$ cat src/rtl/msg_send_arbiter.sv
// Round-robin arbiter sharing one P2S byte serializer between NUM_SRC message senders.
// Define MSG_ARB_FIXED_PRIORITY_EN for fixed lowest-index-wins arbitration instead.
module msg_send_arbiter #(
  parameter int NUM_SRC   = 4,
  parameter int BUSY_WAIT = 8
) (
  input  logic                   Clock,
  input  logic                   Clear,
  input  logic [NUM_SRC-1:0]     Request,
  input  logic [NUM_SRC-1:0]     SenderReady,
  input  logic [NUM_SRC-1:0]     SenderLoad,
  input  logic [8*NUM_SRC-1:0]   SenderByte,
  input  logic                   P2S_Empty,
  output logic [NUM_SRC-1:0]     Send,
  output logic [NUM_SRC-1:0]     SenderEmpty,
  output logic [NUM_SRC-1:0]     Done,
  output logic [15:0]            SeqNumber,
  output logic                   P2SLoad,
  output logic [7:0]             P2SByte,
  output logic                   Busy,
  output logic                   Error
);

  // state     | meaning
  // IDLE      | no message in flight, arbitrating requests
  // START     | Send pulse to the granted sender
  // WAIT_BUSY | waiting for the sender to drop Ready (bounded by BUSY_WAIT)
  // WAIT_DONE | sender streaming bytes until Ready and serializer empty
  // FINISH    | Done (and Error if abandoned) pulse, pointer advance
  localparam logic [2:0] IDLE      = 3'd0;
  localparam logic [2:0] START     = 3'd1;
  localparam logic [2:0] WAIT_BUSY = 3'd2;
  localparam logic [2:0] WAIT_DONE = 3'd3;
  localparam logic [2:0] FINISH    = 3'd4;

  localparam int GW = (NUM_SRC > 1) ? $clog2(NUM_SRC) : 1;
  localparam int CW = $clog2(BUSY_WAIT + 1);

  logic [2:0]    state, stateNext;
  logic [GW-1:0] grant, grantNext, pick;
  logic [CW-1:0] busyCnt, busyCntNext;
  logic          abandon, abandonNext;
  logic [15:0]   seqNext;

`ifdef MSG_ARB_FIXED_PRIORITY_EN
  always_comb begin
    pick = '0;
    for (int i = NUM_SRC - 1; i >= 0; i--) begin
      if (Request[i]) pick = GW'(i);
    end
  end
`else
  logic [GW-1:0] rrPtr;
  logic [GW-1:0] idx;
  logic          found;

  // First requester at or after the pointer, wrapping past the top index.
  always_comb begin
    pick  = rrPtr;
    found = 1'b0;
    idx   = '0;
    for (int k = 0; k < NUM_SRC; k++) begin
      idx = GW'((int'(rrPtr) + k) % NUM_SRC);
      if (!found && Request[idx]) begin
        pick  = idx;
        found = 1'b1;
      end
    end
  end

  always_ff @(posedge Clock or posedge Clear) begin
    if (Clear) begin
      rrPtr <= '0;
    end else if (state == FINISH) begin
      rrPtr <= (grant == GW'(NUM_SRC - 1)) ? '0 : grant + GW'(1);
    end
  end
`endif

  always_comb begin
    stateNext   = state;
    grantNext   = grant;
    busyCntNext = busyCnt;
    abandonNext = abandon;
    seqNext     = SeqNumber;
    case (state)
      IDLE: begin
        if (|Request) begin
          grantNext = pick;
          stateNext = START;
        end
      end
      START: begin
        busyCntNext = '0;
        abandonNext = 1'b0;
        stateNext   = WAIT_BUSY;
      end
      WAIT_BUSY: begin
        if (!SenderReady[grant]) begin
          stateNext = WAIT_DONE;
        end else begin
          busyCntNext = busyCnt + CW'(1);
          if (busyCnt == CW'(BUSY_WAIT - 1)) begin
            abandonNext = 1'b1;
            stateNext   = FINISH;
          end
        end
      end
      WAIT_DONE: begin
        if (SenderReady[grant] && P2S_Empty) stateNext = FINISH;
      end
      FINISH: begin
        if (!abandon) seqNext = SeqNumber + 16'd1;
        stateNext = IDLE;
      end
      default: stateNext = IDLE;
    endcase
  end

  always_ff @(posedge Clock or posedge Clear) begin
    if (Clear) begin
      state     <= IDLE;
      grant     <= '0;
      busyCnt   <= '0;
      abandon   <= 1'b0;
      SeqNumber <= 16'd0;
    end else begin
      state     <= stateNext;
      grant     <= grantNext;
      busyCnt   <= busyCntNext;
      abandon   <= abandonNext;
      SeqNumber <= seqNext;
    end
  end

  // Byte path is a zero-latency mux so the sender's LoadByte timing reaches the serializer untouched.
  always_comb begin
    Send        = '0;
    Done        = '0;
    SenderEmpty = '0;
    P2SLoad     = 1'b0;
    P2SByte     = 8'd0;
    Error       = 1'b0;
    Busy        = (state != IDLE);
    case (state)
      START: begin
        Send[grant]        = 1'b1;
        SenderEmpty[grant] = P2S_Empty;
      end
      WAIT_BUSY, WAIT_DONE: begin
        SenderEmpty[grant] = P2S_Empty;
        P2SLoad            = SenderLoad[grant];
        P2SByte            = SenderByte[8*grant +: 8];
      end
      FINISH: begin
        Done[grant] = 1'b1;
        Error       = abandon;
      end
      default: ;
    endcase
  end

endmodule

$ cat config.mk
export PLATFORM = sky130hd
export DESIGN_NAME = msg_send_arbiter
export DESIGN_NICKNAME = d
export VERILOG_FILES = /design/src/rtl/msg_send_arbiter.sv
export SDC_FILE = /design/constraint.sdc
export NUM_CORES = 1
export LEC_CHECK = 0
export ABC_AREA = 1
export BUFFER_PORTS_ARGS = -buffer_cell sky130_fd_sc_hd__buf_2
export CORE_UTILIZATION = 40
export DETAILED_ROUTE_END_ITERATION = 12
export PLACE_DENSITY = 0.68
export SKIP_CTS_REPAIR_TIMING = 1
export SLEW_MARGIN = 20
export SYNTH_ARGS = -nofsm -noshare
export SYNTH_HDL_FRONTEND = slang
export SYNTH_SLANG_ARGS = --single-unit
$ cat constraint.sdc
create_clock -name Clock -period 2.5 [get_ports Clock]
set_input_delay 0 -clock Clock [delete_from_list [all_inputs] [get_ports Clock]]
set_output_delay 0 -clock Clock [all_outputs]
set_load 0.02 [all_outputs]
==> metrics.md <==
| Metric | Value |
|---|---|
| Pre-CTS WS | `730 ps` |
| Largest family of logic cells by synthesized area | `simple AND/OR/NAND/NOR gates` |
| Core area | `0.00511 mm²` |
| Sequential area share after synthesis | `around a third` |
| Ports | `86` |
| Met2 wire length | `2.46 mm` |
| Synth Area in Simple Gates | `between 30% and 40%` |
| Post-route ant nets | `0` |
| CP arrival | `1990 ps` |
| Power per Cell Area | `920 mW/mm²` |
| Vias in the first global route | `1,883` |
| Die Ht | `74.9 µm` |
| Post-Synth XOR/XNOR Area | `6.17%` |
| H-tree depth | `1` |
| Final TNS setup | `0 ps` |
| HPWL Detailed | `a little over 4 mm` |
| Post-synthesis adder-cell area fraction | `3.53%` |
| Final setup margin | `509 ps` |
| Filler cell count in the final layout | `531` |
| Final #Nets | `464` |
| First-pass GRT wire length | `between 7 and 8 mm` |
| Worst path max stage delay | `450 ps` |
| Syn_nets | `379` |
| CTS root buf | `clkbuf_8` |
| CTS tree | `done` |
| Layout area overhead | `26.9%` |
| RSZ-0062 raised after global routing | `false` |
| Clock slew at reported path FFs | `100 ps` |
| Clock Sinks | `28` |
| Fmax | `502 MHz` |
| Maximum VDD drop | `between 400 and 500 µV` |
| Clock Skew | `between 1.5 and 2 ps` |
| Slowest cell on crit path | `dfrtp_1` |
| Post-synth EDFFs | `0` |
| Via density | `4.82` |
| Crit Path Class | `register to primary output` |
| Library cells used by synthesis | `27` |
| Yosys warning count | `0` |
| Ys flop type | `dfrtp_1` |
| Critical path, cell by cell | `nor3_1, inv_1, nand2_1, clkinv_1, a21oi_1, buf_2` |
| Cts bufs inserted | `3` |
| CP Launch Type | `register` |
| Die ar. | `0.00562 mm²` |
| Starting Density | `41.7%` |
| Global route overflow | `0` |
| Top sig layer | `met4` |
| Largest net degree at the start of global routing | `29` |
| Worst min path class | `primary input to register` |
| Via count of the routed design | `between 2,000 and 2,500` |
| PortBufs | `85` |
| Hold Fails Final Rpt | `0` |
| DR DRC count | `0` |
| Clk Latency, worst-skew pair | `around 280 ps` |
| Syn Inst Count | `~330` |
| Final number of setup-violating endpoints | `0` |
| Gpl congestion | `around 0.85` |
| Tot GR Track Use | `between 10% and 20%` |
| Drt wl/cell | `roughly 11 µm` |
| Tmin final | `1990 ps` |
| Multiplexer share of the synthesized area | `0%` |
| DRT Pass-1 Iters | `4` |
| Synth Area in Compound Gates | `11.2%` |
| Async S/R FF share, synth | `100%` |
| Initial antenna violation count | `0` |
| Max-cap viol count | `0` |
| Leak | `1.49 nW` |
| Routed metal-1 wirelength | `2.49 mm` |
| Worst-Margin Slew | `634 ps` |
| WP data required | `~2500 ps` |
| Die Wd | `74.9 µm` |
| Row cnt | `26` |
| Layout cells sized above 1 | `25.6%` |
| Crit path max fanout | `9` |
| Outcome | `completed` |
| Max Slew Vio Count | `0` |
| Critical Path End Type | `primary output` |
| Routed wl met3 | `165 µm` |
| Post-Syn Area | `0.00213 mm²` |
| Final period utilization | `79.6%` |
| Iter 0 DRT Violations | `123` |
| Synth Register Bits | `28` |
| Syn Area/Cell | `6.53 µm²` |
| Relative slew slack | `57.3%` |
| Clock Tree Buf Depth | `2` |
| Antenna Cells | `0` |
| Routed wire length | `roughly 5.2 mm` |
## synthesized netlist by cell type (3+ instances only)
cell / instances / area share, %
dfrtp_1: 28 / 33
nand4_1: 3 / 0.88
nand3_1: 18 / 4.2
nor4_1: 4 / 1.2
nor2_2: 4 / 1.2
xor2_1: 9 / 3.7
o21ai_0: 32 / 7.5
nor3_1: 5 / 1.2
xnor2_1: 6 / 2.5
inv_1: 30 / 5.3
clkbuf_1: 4 / 0.71
nand2_1: 84 / 15
nor2_1: 64 / 11
ha_1: 6 / 3.5
buf_2: 3 / 0.71
a21oi_1: 13 / 3.1
## through the flow
stage / instances / power [mW] / cell area (µm²) / utilization (%) / hold WS, ps
2_1_floorplan: 326 / 1.76 / 2130 / - / 65.4
6_report: 480 / 2.48 / 2700 / 52.9 / 30.5
4_1_cts: 479 / 2.49 / 2690 / 52.7 / -3.28
5_1_grt: 480 / 2.73 / 2700 / 52.9 / 22.2
3_5_place_dp: 475 / 2.13 / 2620 / 51.3 / 302
3_3_place_gp: 475 / 2.11 / 2620 / 51.3 / 300
## path summary, 6_finish.rpt
check,endpoint,slack [ps],cells past startpoint,startpoint
setup reg to reg,state[0],700,8,grant[1]
min in group asynchronous,SeqNumber[9],310,3,Clear
setup / recovery,P2SByte[0],510,6,state[2]
max in group asynchronous,SeqNumber[12],1810,3,Clear
hold reg to reg,SeqNumber[0],540,1,SeqNumber[0]
hold / removal,state[0],30,4,P2S_Empty
## logic make-up (layout without fill, tap and decap cells)
| group | count (synthesis) | count (layout) |
|---|---|---|
| AOI/OAI and AO/OA | 47 | 47 |
| xor gates and xnor gates | 15 | 15 |
| adders and majority gates | 6 | 6 |
| buffers and inverters | 41 | 125 |
| DFF | 28 | 28 |
| and+or+nand+nor | 189 | 189 |
## worst max-delay path: cells and delay by family (launching register included)
| family | cells | cell delay [ps] |
|---|---|---|
| AOI/OAI and AO/OA | 1 | 200 |
| buffers and inverters | 3 | 530 |
| DFF | 1 | 450 |
| and+or+nand+nor | 2 | 540 |
## registers in the layout, summed over array words and instances, names as in the netlist
signal	flops
rrPtr	2
abandon	1
grant	2
SeqNumber	16
state	3
busyCnt	4
## layout make-up
cell class	count	area (µm²)	area share, %
Clock inverter	1	30.0	1.11
Sequential cell	28	701	25.9
Clock buffer	3	41.3	1.53
Inverter	33	124	4.59
Tap cell	70	87.6	3.24
Multi-Input combinational cell	257	1270	46.9
Timing Repair Buffer	88	450	16.7
## cells in the final DEF, fill, tap and decap left out, drive strengths merged
| master | Yosys | final |
|---|---|---|
| buf | 4 | 87 |
| nand2 | 86 | 86 |
| nor2 | 69 | 69 |
| o21ai | 34 | 34 |
| inv | 32 | 32 |
| dfrtp | 28 | 28 |
| nand3 | 20 | 20 |
| a21oi | 13 | 13 |
| xor2 | 9 | 9 |
| xnor2 | 6 | 6 |
| ha | 6 | 6 |
| nor3 | 6 | 6 |
| nor4 | 4 | 4 |
| nand4 | 3 | 3 |
| clkbuf | 4 | 3 |
| nor3b | 1 | 1 |
| clkinv | 1 | 1 |
| bufinv | 0 | 1 |
| dlygate4sd3 | 0 | 1 |
## power breakdown
| part | switching (mW) | internal (mW) | total [mW] |
|---|---|---|---|
| logic | 0.952 | 0.471 | 1.42 |
| clock network | 0.149 | 0.215 | 0.364 |
| registers | 0.152 | 0.544 | 0.697 |
| total | 1.25 | 1.23 | 2.48 |
## layer usage
metal,GRT usage [%],vias up
met4,7.97,0
met1,23.6,1051
met3,2.54,5
met5,0,-
met2,30.7,55
li1,-,1203
Note: power is estimated with default switching activity, not from simulation.
